### config.mk
export PLATFORM = sky130hd
export DESIGN_NAME = seq_bin2dec
export DESIGN_NICKNAME = d
export VERILOG_FILES = /design/src/rtl/seq_bin2dec.sv
export SDC_FILE = /design/constraint.sdc
export NUM_CORES = 1
export LEC_CHECK = 0
export ABC_AREA = 1
export CAP_MARGIN = 30
export CORE_MARGIN = 2
export CORE_UTILIZATION = 50
export CTS_CLUSTER_SIZE = 40
export DETAILED_ROUTE_END_ITERATION = 12
export GPL_ROUTABILITY_DRIVEN = 0
export PLACE_DENSITY = 0.74
export SLEW_MARGIN = 25
export SYNTH_ARGS = -nofsm -noshare
export SYNTH_HDL_FRONTEND = slang
export SYNTH_SLANG_ARGS = --single-unit
### constraint.sdc
create_clock -name clk -period 2.8 [get_ports clk]
set_input_delay 0.42 -clock clk [delete_from_list [all_inputs] [get_ports clk]]
set_output_delay 0.42 -clock clk [all_outputs]
set_load 0.1 [all_outputs]
### src/rtl/seq_bin2dec.sv
// Sequential binary-to-BCD converter (double-dabble, one input bit per clock) with
// start/busy/done handshake, leading-zero blanking and a saturating overflow flag.
// Optional two's-complement input when SEQ_BIN2DEC_SIGNED_EN is defined.
module seq_bin2dec #(
  parameter int BIN_W  = 7,
  parameter int DIGITS = 2
) (
  input  logic                  clk,
  input  logic                  rst_n,
  input  logic                  start,
  input  logic [BIN_W-1:0]      bin,
  input  logic                  lz,
  output logic                  busy,
  output logic                  done,
  output logic [4*DIGITS-1:0]   dout,
  output logic                  ovf,
  output logic                  neg
);

  localparam int BCD_W = 4 * DIGITS;
  localparam int CNT_W = $clog2(BIN_W);

  typedef enum logic [1:0] {
    IDLE,
    SHIFT,
    FINISH
  } state_t;

  state_t             state_q, state_d;
  logic [CNT_W-1:0]   cnt_q, cnt_d;
  logic               sticky_q, sticky_d;
  logic               done_q, done_d;
  logic [BCD_W-1:0]   dout_q, dout_d;
  logic               ovf_q, ovf_d;
  logic [BIN_W-1:0]   shreg_q, shreg_d;
  logic [BCD_W-1:0]   bcd_q, bcd_d;
  logic               lz_q, lz_d;
  logic [BCD_W-1:0]   bcd_adj;

  // Add-3 correction on every digit that would become >= 10 after doubling.
  function automatic logic [BCD_W-1:0] dabble_adj(input logic [BCD_W-1:0] b);
    logic [BCD_W-1:0] r;
    r = b;
    for (int i = 0; i < DIGITS; i++) begin
      if (r[4*i +: 4] >= 4'd5) r[4*i +: 4] = r[4*i +: 4] + 4'd3;
    end
    return r;
  endfunction

  // Digits above the highest nonzero digit become the blank code; zero blanks all.
  function automatic logic [BCD_W-1:0] blank_lz(input logic [BCD_W-1:0] b);
    logic [BCD_W-1:0] r;
    logic             lead;
    r    = b;
    lead = 1'b1;
    for (int i = DIGITS - 1; i >= 0; i--) begin
      if (r[4*i +: 4] != 4'd0) lead = 1'b0;
      else if (lead)           r[4*i +: 4] = 4'hA;
    end
    return r;
  endfunction

  // The most negative input maps onto its own bit pattern, which is the correct
  // unsigned magnitude.
  function automatic logic [BIN_W-1:0] magnitude(input logic [BIN_W-1:0] b);
`ifdef SEQ_BIN2DEC_SIGNED_EN
    return b[BIN_W-1] ? (~b + 1'b1) : b;
`else
    return b;
`endif
  endfunction

`ifdef SEQ_BIN2DEC_SIGNED_EN
  logic neg_q, neg_d;
  logic negl_q, negl_d;
`endif

  assign bcd_adj = dabble_adj(bcd_q);

  always_comb begin
    state_d  = state_q;
    cnt_d    = cnt_q;
    sticky_d = sticky_q;
    done_d   = 1'b0;
    dout_d   = dout_q;
    ovf_d    = ovf_q;
    shreg_d  = shreg_q;
    bcd_d    = bcd_q;
    lz_d     = lz_q;
`ifdef SEQ_BIN2DEC_SIGNED_EN
    neg_d    = neg_q;
    negl_d   = negl_q;
`endif
    case (state_q)
      IDLE: begin
        if (start) begin
          shreg_d  = magnitude(bin);
          lz_d     = lz;
          bcd_d    = '0;
          sticky_d = 1'b0;
          cnt_d    = CNT_W'(BIN_W - 1);
          state_d  = SHIFT;
`ifdef SEQ_BIN2DEC_SIGNED_EN
          negl_d   = bin[BIN_W-1];
`endif
        end
      end
      SHIFT: begin
        {bcd_d, shreg_d} = {bcd_adj[BCD_W-2:0], shreg_q, 1'b0};
        // A bit leaving the top digit means the value no longer fits.
        sticky_d = sticky_q | bcd_adj[BCD_W-1];
        if (cnt_q == '0) state_d = FINISH;
        else             cnt_d   = cnt_q - 1'b1;
      end
      FINISH: begin
        done_d  = 1'b1;
        state_d = IDLE;
        if (sticky_q) begin
          dout_d = {DIGITS{4'h9}};
          ovf_d  = 1'b1;
        end else begin
          dout_d = lz_q ? blank_lz(bcd_q) : bcd_q;
          ovf_d  = 1'b0;
        end
`ifdef SEQ_BIN2DEC_SIGNED_EN
        neg_d = negl_q;
`endif
      end
      default: state_d = IDLE;
    endcase
  end

  always_ff @(posedge clk or negedge rst_n) begin
    if (!rst_n) begin
      state_q  <= IDLE;
      cnt_q    <= '0;
      sticky_q <= 1'b0;
      done_q   <= 1'b0;
      dout_q   <= {DIGITS{4'hA}};
      ovf_q    <= 1'b0;
`ifdef SEQ_BIN2DEC_SIGNED_EN
      neg_q    <= 1'b0;
`endif
    end else begin
      state_q  <= state_d;
      cnt_q    <= cnt_d;
      sticky_q <= sticky_d;
      done_q   <= done_d;
      dout_q   <= dout_d;
      ovf_q    <= ovf_d;
`ifdef SEQ_BIN2DEC_SIGNED_EN
      neg_q    <= neg_d;
`endif
    end
  end

  // Datapath registers are only meaningful after a start, so they carry no reset.
  always_ff @(posedge clk) begin
    shreg_q <= shreg_d;
    bcd_q   <= bcd_d;
    lz_q    <= lz_d;
`ifdef SEQ_BIN2DEC_SIGNED_EN
    negl_q  <= negl_d;
`endif
  end

  assign busy = (state_q != IDLE);
  assign done = done_q;
  assign dout = dout_q;
  assign ovf  = ovf_q;
`ifdef SEQ_BIN2DEC_SIGNED_EN
  assign neg  = neg_q;
`else
  assign neg  = 1'b0;
`endif

endmodule

==> out/metrics.cfg <==
[setup_path]
critPathRequiredTime_ns = 2.77
worst_setup_path_start_kind = register
reg2reg_depth = 3
worstSetupEndpointType = register
path_max_fanout = 19
worstSetupPathType = reg -> reg
cp_data_arrival_time_ns = 1.79

[grt]
grt_overflow = 0
grt_pass1_vias = 1094
grt_max_degree = 20
antenna_found_initial = 0
grt_usage = 0.179
grt_pass1_wl_mm = 4.73

[timing]
setup_viol = 0
maxSlewHeadroom = 0.521
tns_ns = 0
period_share = 0.653
hold_viol = 0
max_freq_mhz = 547
layout_min_cycle_time_ns = 1.83
tightest_slew_ns = 0.716
maxSlewViolCount = 0
timing.final.ws_setup_ns = 0.971
final.setup_skew_ns = 0.00716
rsz0062_at_grt = no

[finish]
drive_above_1_share = 0.158
nNetsFinal = 219
syn_to_final_growth_pct = 16.4
layout_commonest_cell = nand2_1
finalInstanceArea_mm2 = 0.00182
layout_common_cells = nand2_1 (51), inv_1 (25), nor2_1 (24)
diodes = 0

[route]
post_drt_via_cell_ratio = 4.95
num_vias = 1163
wl_mm = 2.75
routedWlPerCell_um = 11.7
ant_nets = 0
detail_route.first_pass.iterations = 5
initialDrtViolationCount = 64
drc = 0

[place]
io_buffer_count = 21
place_area_mm2 = 0.00177
pre_cts_ws_ns = 0.948
dpl.hpwl_mm = 2.07

[clock_network]
numClockSinks = 32
clkTransAtPathRegs_ns = 0.10
cts_tree = built
cts_hold_buffers = 0
clk_latency_ns = 0.32
root_buffer = clkbuf_4
numCtsBuffers = 5
cts_resized = 0
cts_max_path_buffers = 2
post_cts_buffers = 0
cts-htree-levels = 2

[floorplan]
die_h_um = 60.0
die-area_mm2 = 0.00359
start_util = 0.521
io_pins = 23
die_w_um = 60.0
num_rows = 20
core_area_mm2 = 0.00300

[logic_synthesis]
yosysWarnings = 0
synthCells = 175
synth_fp_nets = 193
synth.yosys.seq_area_share = 0.566
ys_types = 21
ys_ff_latch = 32
avgSynthCellArea_um2 = 8.94
synthesis.area_mm2 = 0.00157

[worst_hold_path]
holdPathStages = 2
holdCritPathClass = reg -> reg

[outcome]
status = finished clean

[flow_run]
maxCapViolations = 0

-- logic make-up after synthesis --
group | count (synthesis) | share of synthesized area
AO/OA/AOI/OAI | 17 | 0.0544
XOR/XNOR | 1 | 0.00560
adder cells (fa/ha/maj) | 7 | 0.0560
buffers and inverters | 31 | 0.0831
flip-flops | 32 | 0.566
multiplexers | 1 | 0.00640
other | 1 | 0.00240
AND/OR/NAND/NOR | 85 | 0.226
-- state kept, by name, indices dropped and copies added, names as in the netlist --
| signal | cells |
|---|---|
| lz_q | 1 |
| dout | 8 |
| shreg_q | 7 |
| done | 1 |
| ovf | 1 |
| cnt_q | 3 |
| sticky_q | 1 |
| state_q | 2 |
| bcd_q | 8 |
-- layout make-up --
class / count / area [µm²]
inverter: 29 / 111
timing repair buffer: 21 / 183
tap: 33 / 41.3
multi-input combinational: 112 / 549
clock buffer: 5 / 37.5
clock inverter: 3 / 13.8
sequential: 32 / 886
fill: 258 / 1180
-- routing by layer --
metal  up-vias  global-route usage  share of wire
li1        594                   -              -
met3         6              0.0541          0.060
met1       526               0.203           0.42
met2        37               0.312           0.51
met5         -                   0              0
met4         0              0.0730          0.012
-- path summary, 6_finish.rpt --
check                                 from          to  slack [ns]
worst max-delay path            state_q[1]  shreg_q[3]        0.97
worst min-delay path               dout[1]     dout[1]        0.47
worst max register to register  state_q[1]  shreg_q[3]        0.97
worst min register to register     dout[1]     dout[1]        0.47
max in group asynchronous            rst_n    cnt_q[2]        1.83
min in group asynchronous            rst_n     dout[0]        0.52
-- worst max-delay path, stage by stage, from the launching register on --
cell and delay (ns):
dfrtp_1 0.45, nor2_4 0.38, inv_2 0.16, nand2_1 0.47
-- through the flow --
stage,std cells,util,hold WS [ns]
2_1_floorplan,175,-,0.124
3_3_place_gp,227,0.590,0.459
3_5_place_dp,227,0.590,0.460
4_1_cts,235,0.607,0.476
5_1_grt,235,0.607,0.502
6_report,235,0.607,0.475
-- cell usage after synthesis, drive strengths merged --
| cell type | number | area, µm² |
|---|---|---|
| edfxtp | 16 | 480 |
| a21oi | 4 | 20.0 |
| nor2 | 25 | 101 |
| nand3 | 4 | 20.0 |
| nand2 | 56 | 233 |
| ha | 7 | 87.6 |
| mux2i | 1 | 10.0 |
| conb | 1 | 3.75 |
| o21ai | 13 | 65.1 |
| xor2 | 1 | 8.76 |
| dfstp | 4 | 105 |
| inv | 29 | 111 |
| dfrtp | 12 | 300 |
| buf | 2 | 18.8 |
Power is left out: the tool's default activity adds up to more than one toggle a clock period on the data nets, which glitch-free logic cannot reach.
